<file path="src/rtl/poly_audio_engine.sv">
// rtl/poly_audio_engine.sv - multi-channel tone/noise generator with mixer, PWM and underflow irqs
module poly_audio_engine #(
  parameter int NUM_CH   = 4,
  parameter int DIV_W    = 8,
  parameter int PRE_FAST = 28,
  parameter int PRE_SLOW = 3333,
  parameter int ADDR_W   = $clog2(2 * NUM_CH + 3),
  parameter int MIX_W    = 4 + $clog2(NUM_CH)
) (
  input  logic              clk,
  input  logic              clr,
  input  logic              wr_en,
  input  logic [ADDR_W-1:0] wr_addr,
  input  logic [DIV_W-1:0]  wr_data,
  output logic [NUM_CH-1:0] wave,
  output logic [MIX_W-1:0]  mix,
  output logic              pwm,
  output logic              irq
);
  localparam int FW = $clog2(PRE_FAST + 1);
  localparam int SW = $clog2(PRE_SLOW + 1);
  localparam int NP = NUM_CH / 2;
  localparam int CW = 2 * DIV_W;

  logic [DIV_W-1:0]  freq    [NUM_CH];
  logic [7:0]        ctrl    [NUM_CH];
  logic [DIV_W-1:0]  cnt     [NUM_CH];
  logic [DIV_W-1:0]  cntNext [NUM_CH];
  logic [3:0]        gctl;
  logic [NUM_CH-1:0] irqEn, pend, ackBits;
  logic [FW-1:0]     preFast;
  logic [SW-1:0]     preSlow;
  logic [1:0]        quarter;
  logic              fastTick, slowTick, baseTick;
  logic [3:0]        p4;
  logic [4:0]        p5;
  logic [16:0]       p17;
  logic              p17Bit;
  logic              linkPrev, link, relink;
  logic [NUM_CH-1:0] srcTick, underflow, noiseBit, tone, smp;
  logic [CW-1:0]     pairCnt;
  logic [MIX_W-1:0]  mixSum, pcnt;

  // Register file: decode write strobes into frequency, control and global registers
  always_ff @(posedge clk or posedge clr) begin
    if (clr) begin
      for (int i = 0; i < NUM_CH; i++) begin
        freq[i] <= '0;
        ctrl[i] <= '0;
      end
      gctl  <= '0;
      irqEn <= '0;
    end else if (wr_en) begin
      for (int i = 0; i < NUM_CH; i++) begin
        if (wr_addr == ADDR_W'(2 * i))     freq[i] <= wr_data;
        if (wr_addr == ADDR_W'(2 * i + 1)) ctrl[i] <= wr_data[7:0];
      end
      if (wr_addr == ADDR_W'(2 * NUM_CH))     gctl  <= wr_data[3:0];
      if (wr_addr == ADDR_W'(2 * NUM_CH + 1)) irqEn <= wr_data[NUM_CH-1:0];
    end
  end

  assign ackBits  = (wr_en && wr_addr == ADDR_W'(2 * NUM_CH + 2)) ? wr_data[NUM_CH-1:0] : '0;
  assign fastTick = (preFast == FW'(PRE_FAST));
  assign slowTick = (preSlow == SW'(PRE_SLOW));
  assign baseTick = gctl[0] ? slowTick : (fastTick && quarter == 2'd3);
  assign link     = gctl[3];
  assign relink   = link ^ linkPrev;
  assign p17Bit   = gctl[2] ? p17[8] : p17[16];

  // Free-running prescalers, the fast/4 divider and the link-change detector
  always_ff @(posedge clk or posedge clr) begin
    if (clr) begin
      preFast  <= '0;
      preSlow  <= '0;
      quarter  <= '0;
      linkPrev <= 1'b0;
    end else begin
      preFast  <= fastTick ? '0 : preFast + FW'(1);
      preSlow  <= slowTick ? '0 : preSlow + SW'(1);
      linkPrev <= link;
      if (fastTick) quarter <= quarter + 2'd1;
    end
  end

  // Polynomial counters step on every fast tick; XNOR feedback so all-zero is a live state
  always_ff @(posedge clk or posedge clr) begin
    if (clr) begin
      p4  <= '0;
      p5  <= '0;
      p17 <= '0;
    end else if (fastTick) begin
      p4 <= {p4[2:0], ~(p4[3] ^ p4[2])};
      p5 <= {p5[3:0], ~(p5[4] ^ p5[2])};
      if (gctl[2]) p17[8:0] <= {p17[7:0], ~(p17[8] ^ p17[4])};
      else         p17      <= {p17[15:0], ~(p17[16] ^ p17[11])};
    end
  end

  // Per-channel clock source and selected noise bit
  always_comb begin
    srcTick  = {NUM_CH{baseTick}};
    noiseBit = '0;
    if (gctl[1]) srcTick[0] = 1'b1;
    for (int i = 0; i < NUM_CH; i++) begin
      case (ctrl[i][7:5])
        3'b000:         noiseBit[i] = p5[4] & p17Bit;
        3'b001, 3'b011: noiseBit[i] = p5[4];
        3'b010:         noiseBit[i] = p4[3] & p5[4];
        3'b100:         noiseBit[i] = p17Bit;
        3'b110:         noiseBit[i] = p4[3];
        default:        noiseBit[i] = 1'b1;
      endcase
    end
  end

  // Divider next state: a link change zeroes every counter, linked pairs count as one wide counter
  always_comb begin
    underflow = '0;
    pairCnt   = '0;
    for (int i = 0; i < NUM_CH; i++) cntNext[i] = cnt[i];
    if (relink) begin
      for (int i = 0; i < NUM_CH; i++) cntNext[i] = '0;
    end else if (link) begin
      for (int k = 0; k < NP; k++) begin
        pairCnt = {cnt[2*k+1], cnt[2*k]};
        if (srcTick[2*k]) begin
          if (pairCnt == '0) begin
            {cntNext[2*k+1], cntNext[2*k]} = {freq[2*k+1], freq[2*k]};
            underflow[2*k+1] = 1'b1;
          end else begin
            {cntNext[2*k+1], cntNext[2*k]} = pairCnt - CW'(1);
          end
        end
      end
    end else begin
      for (int i = 0; i < NUM_CH; i++) begin
        if (srcTick[i]) begin
          if (cnt[i] == '0) begin
            cntNext[i]   = freq[i];
            underflow[i] = 1'b1;
          end else begin
            cntNext[i] = cnt[i] - DIV_W'(1);
          end
        end
      end
    end
  end

  // Counters, tone flip-flops and noise sample latched on each rising tone edge
  always_ff @(posedge clk or posedge clr) begin
    if (clr) begin
      for (int i = 0; i < NUM_CH; i++) cnt[i] <= '0;
      tone <= '0;
      smp  <= '0;
    end else begin
      for (int i = 0; i < NUM_CH; i++) begin
        cnt[i] <= cntNext[i];
        if (underflow[i]) begin
          tone[i] <= ~tone[i];
          if (!tone[i]) smp[i] <= noiseBit[i];
        end
        if (link && (i % 2) == 0) tone[i] <= 1'b0;
      end
    end
  end

  assign wave = tone & smp;

  // Pending interrupts: a new underflow beats a simultaneous acknowledge
  always_ff @(posedge clk or posedge clr) begin
    if (clr) pend <= '0;
    else     pend <= (pend & ~ackBits) | underflow;
  end

  assign irq = |(pend & irqEn);

  // Volume mixer sum
  always_comb begin
    mixSum = '0;
    for (int i = 0; i < NUM_CH; i++)
      if (wave[i] | ctrl[i][4]) mixSum = mixSum + MIX_W'(ctrl[i][3:0]);
  end

  // Registered mix and free-running PWM ramp
  always_ff @(posedge clk or posedge clr) begin
    if (clr) begin
      mix  <= '0;
      pcnt <= '0;
    end else begin
      mix  <= mixSum;
      pcnt <= pcnt + MIX_W'(1);
    end
  end

  assign pwm = (pcnt < mix);
endmodule
</file>
<file path="config.mk">
export PLATFORM = sky130hd
export DESIGN_NAME = poly_audio_engine
export DESIGN_NICKNAME = d
export VERILOG_FILES = /design/src/rtl/poly_audio_engine.sv
export SDC_FILE = /design/constraint.sdc
export NUM_CORES = 1
export LEC_CHECK = 0
export BUFFER_PORTS_ARGS = -buffer_cell sky130_fd_sc_hd__buf_2
export CORE_MARGIN = 8
export CORE_UTILIZATION = 50
export CTS_CLUSTER_DIAMETER = 60
export DETAILED_ROUTE_END_ITERATION = 16
export HOLD_SLACK_MARGIN = 0.15
export PLACE_DENSITY = 0.69
export REMOVE_ABC_BUFFERS = 1
export SYNTH_ARGS = -nofsm -noshare
export SYNTH_HDL_FRONTEND = slang
export SYNTH_SLANG_ARGS = --single-unit
export TNS_END_PERCENT = 30
</file>
<file path="constraint.sdc">
create_clock -name clk -period 4.7 [get_ports clk]
set_input_delay 0.235 -clock clk [delete_from_list [all_inputs] [get_ports clk]]
set_output_delay 0.235 -clock clk [all_outputs]
set_load 0.03 [all_outputs]
</file>
# After elaboration in Yosys (flattened, before gate mapping)
# Index checks and enable logic that the tools add are counted.
# word_totals
input_bits	15
out_inout_bits	12
register_bits	174
ramBits	0
wordCells	195
latch_bits	0
mem_bits_ro	0
memories	0
# classes
muxes	50
shifts	0
n_reduce_logical	39
n_div	0
n_eq_ne	34
bitwise_logic	25
magnitude_cmp	1
addsub	13
n_mul	0
# op_table
op	count
$mux 16	4
$mux 32	2
$mux 8	8
$logic_not 16->1	2
$logic_not 8->1	4
$reduce_and 2->1	16
$sub 16x1->16 const B	2
$sub 8x1->8 const B	4
$eq 3x2->1 const B	8
$eq 3x3->1 const B	8
$mux 1	24
$pmux 1 s5	4
$add 6x4->6	3
$mux 6	3
$eq 4x3->1 const B	4
$add 12x1->12 const B	1
$and 4x4->4	3
$eq 12x12->1 const B	1
$eq 3x1->1 const B	4
$eq 4x4->1 const B	3
$logic_not 3->1	4
$mux 12	1
$mux 4	3
$not 1->1	9
21 further kinds	37

# Logic depth before layout (Yosys ltp)
# logic_depth
word_depth	9
ltp_mapped	19
depth_no_buf	19

# Worst setup path after synthesis
# No wires, ideal clock.
# synth_path
path_kind	register -> register
start	register tone[0]
end	register mix[5]
synth_period_minus_slack_ns	3.613
required_ns	4.568
arrival_ns	3.481
slack_ns	1.087
setup_ns	0.132
path_buffers	0
path_stages_with_launch	20
path_cell_list	dfrtp_1 -> a21o_1 -> nand2_1 -> inv_1 -> ha_1 -> inv_1 -> fa_1 -> nor2_1 -> a21oi_1 -> inv_1 -> ha_1 -> a21o_1 -> a211o_1 -> o211ai_1 -> o31ai_1 -> ha_1 -> nor2b_1 -> o22ai_1 -> mux2i_1 -> o22ai_1
# synth_between
elab_chain_len	9
# synth_lines
item	line_no	text
start, declared	40	logic [NUM_CH-1:0] srcTick, underflow, noiseBit, tone, smp;
start signal, assigned by index	160	tone[i] <= ~tone[i];
$and 4x4->4 (*)	168	assign wave = tone & smp;
$or 1x1->1 (*)	182	if (wave[i] | ctrl[i][4]) mixSum = mixSum + MIX_W'(ctrl[i][3:0]);
$mux 4 (*)	182	
$add 6x4->6	182	
$mux 6 (*)	182	
$add 6x4->6	182	
$mux 6 (*)	182	
$add 6x4->6	182	
$mux 6 (*)	182	
named net mixSum[5]	42	logic [MIX_W-1:0] mixSum, pcnt;
end signal, assigned	191	mix <= mixSum;
end, declared	16	output logic [MIX_W-1:0] mix,
# Mark *: on every way through the listed nets, which the timed path passes. The rest lies on a longest branch.
# A chain may end at the register's enable or synchronous reset.

# Final worst setup path
# Same ends and word-level chain as after synthesis.

==> impl_results.md <==
* Vias in the first global route at 6,028
* Final setup fails at 0
* Worst reg2reg startpoint: tone[0]$_DFFE_PP0P_
* Initial core utilization at 51.26%
* Slew HR at 40.62%
* Final Cycle Share at 85.62%
* Total wire length at 18.84 mm
* Share of layout cells above drive strength 1 at 19.30%
* Die Outline Area at 22,320 um^2
* Initial antenna violation count at 0
* Crit end category: flip-flop
* Global-route wire length before repair at 31.48 mm
* Sequential area share after synthesis at 48.94%
* Clock root cell: clkbuf_16
* Cell taking the most area after synthesis: dfrtp_1
* Leakage at 0.004489 uW
* Worst hold slack at 0.2008 ns
* Core Area at 17,360 um^2
* PwrDens at 491.6 nW/um^2
* Outcome: completed
* Largest net degree at the start of global routing at 99
* Routed vias/inst at 5.590
* GP Congestion at 0.8575
* Post-DP Area at 9224 um^2
* Chip Height at 149.4 um
* Worst Tran Pin Value at 0.8908 ns
* CP Launch Type: flip-flop
* Core Util, Final at 56.73%
* Detailed Route Iter0 Violations at 349
* HPWL Detailed at 12.86 mm
* Max Clock Freq at 248.5 MHz
* Initial DRT Pass Iterations at 5
* Tmin final at 4.024 ns
* Synth top area share at 48.94%
* Peak fanout along the critical path at 5
* TritonCTS Buffers at 17
* Rows at 48
* Arr. time, crit path at 4.33 ns
* Mapped Area at 8897 um^2
* Final Hold Viols at 0
* Peak VDD IR at 340.9 uV
* Unique masters post-synth at 65
* CTS resizes at 0
* Setup Crit Path Kind: reg -> reg
* Worst Skew at 0.009806 ns
* Worst-Skew Late Latency at 0.44 ns
* Max-slew violations at 0
* # fillers at 1,461
* Setup Fix Bufs, Post-CTS at 0
* IO Pins at 27
* Post-synth EDFFs at 0
* Worst Hold Class: in -> reg
* H-Tree Depth at 4
* Final ANT Viol Nets at 0
* Ys async rst share at 100.0%
* Area growth syn-to-layout at 10.66%
* CTS tree: yes
* Ranking of synthesized cells by area: dfrtp_1 (49%), mux2_2 (11%), nand2_1 (4.1%), ha_1 (4.1%), nor2_1 (2.9%)
* CTS sink cnt at 174
* Final Instance Area at 9846 um^2
* Die width at 149.4 um
* Diode count at 0
* Mapped Avg Cell Area at 10.41 um^2
* Total GRT Usage at 17.72%
* Grt ovf at 0
* Synth Register Bits at 174
* Worst Setup SP: tone[0]$_DFFE_PP0P_
* Clock-pin slew on the worst setup and hold paths at 0.07 ns
* Post-Syn Instances at 855
* RSZ-0062 raised after global routing: false
* TNS Setup at 0 ns
* WP data required at 5.01 ns
* Vias after detailed routing at 6,210
* Clock buffer depth at 2
* MaxCap Viol Count at 0
* Routed len/inst at 16.96 um
* Main synth FF type: dfrtp_1
* Fin nets at 920
* DRC violations left at 0
* # port buffers at 26
* Worst min-delay path startpoint: wr_data[1]
* Syn. warnings at 0
## power by group
part,total [uW],switching (uW),internal (uW)
combinational,1430,826,606
sequential,1930,186,1740
clock,1480,657,824
total,4840,1670,3170
## metrics by stage
step	instances	setup slack (ns)	power [uW]
5_1_grt	1111	0.3792	5151
6_report	1111	0.6759	4840
3_5_place_dp	1078	0.7586	3377
2_1_floorplan	820	-0.2518	3015
4_1_cts	1111	0.6646	4864
3_3_place_gp	1078	0.8290	3338
## registers in the layout, summed over array words and instances, names as in the netlist, 2 cells and up
signal,cells
cnt,32
ctrl,32
freq,32
gctl,4
irqEn,4
mix,6
p17,17
p4,4
p5,5
pcnt,6
pend,4
preFast,5
preSlow,12
quarter,2
smp,4
tone,4
## critical path: stages, from the launching register on
cell      delay, ns
dfrtp_1        0.41
a21o_1         0.20
nand2_1        0.08
inv_1          0.05
ha_1           0.18
inv_1          0.06
fa_1           0.48
nor2_1         0.04
a21oi_1        0.28
inv_1          0.08
ha_1           0.29
a21o_1         0.18
a211o_1        0.29
o211ai_1       0.09
o31ai_1        0.14
ha_1           0.31
nor2b_1        0.15
o22ai_1        0.23
mux2i_1        0.24
o22ai_1        0.11
## cell families after synthesis
logic type      Yosys count  share of synthesized area (%)
compound gates          153                          11.11
xor+xnor                 36                          3.544
fa+ha+maj                32                          4.753
buf+inv                  73                          3.206
flops                   174                          48.94
mux                      98                          12.26
simple gates            289                          16.19
## layout by cell type (no fill, tap or decap), drive strengths merged, types with 10 or more instances in the layout
cell    netlist  routed
dfrtp       174     174
or3          15      15
nor3         20      20
inv          38      47
ha           29      29
nand2        99      99
buf           6      33
o21ai        43      43
clkbuf       29      18
nand3        15      15
a21oi        33      33
a21o         11      11
nor2         68      68
xnor2        24      24
xor2         12      12
mux2i        10      10
mux2         88      88
and2         11      11
## area by class of cell
| cell class | instances | area (um^2) | share of cell area (%) |
|---|---|---|---|
| multi-input cells | 608 | 4258 | 43.25 |
| well taps | 225 | 281.5 | 2.859 |
| flip-flops and latches | 174 | 4354 | 44.22 |
| inverters | 38 | 147.6 | 1.500 |
| clock buffers | 18 | 439.2 | 4.461 |
| repair buffers | 34 | 192.7 | 1.957 |
| clock inverters | 14 | 172.7 | 1.754 |
## synth_stat cells, drive strengths merged (3+ instances only)
master / n
xnor2: 24
xor2: 12
nand3: 15
a2111oi: 3
nand2: 99
or4: 9
dfrtp: 174
mux2i: 10
fa: 3
buf: 6
a21oi: 33
a221oi: 6
nor3: 20
nand2b: 8
o211ai: 8
a21o: 11
a211oi: 9
o31ai: 9
a31oi: 3
nand4: 6
nand3b: 5
inv: 38
or2: 8
clkbuf: 29
nor2b: 5
nor4: 8
o22ai: 6
and2: 11
o21ai: 43
mux2: 88
nor2: 68
a22oi: 3
o2bb2ai: 3
or3: 15
ha: 29
a211o: 4
## what timing repair did
item                                    CTS  global route
endpoints found under the setup margin    0             0
hold buffers                              1             0
endpoints found under the hold margin    96             0
## routing by layer
metal / wire [um] / track usage, % / up-vias
met3: 574 / 3.519 / 14
met5: 0 / 0 / -
met4: 177 / 4.442 / 0
met1: 9233 / 24.87 / 3039
li1: - / - / 3060
met2: 8855 / 27.55 / 97
## final timing paths
| check | slack (ns) | endpoint | depth (start not counted) |
|---|---|---|---|
| hold / removal | 0.20 | ctrl[17]$_DFFE_PP0P_ | 3 |
| setup / recovery | 0.68 | mix[5]$_DFF_PP0_ | 19 |
| max in group asynchronous | 3.11 | preSlow[10]$_DFF_PP0_ | 4 |
| setup reg to reg | 0.68 | mix[5]$_DFF_PP0_ | 19 |
| min in group asynchronous | 0.54 | preFast[2]$_DFF_PP0_ | 3 |
| hold reg to reg | 0.47 | p5[4]$_DFFE_PP0N_ | 2 |
No activity file was read; power rests on OpenSTA's default activity.
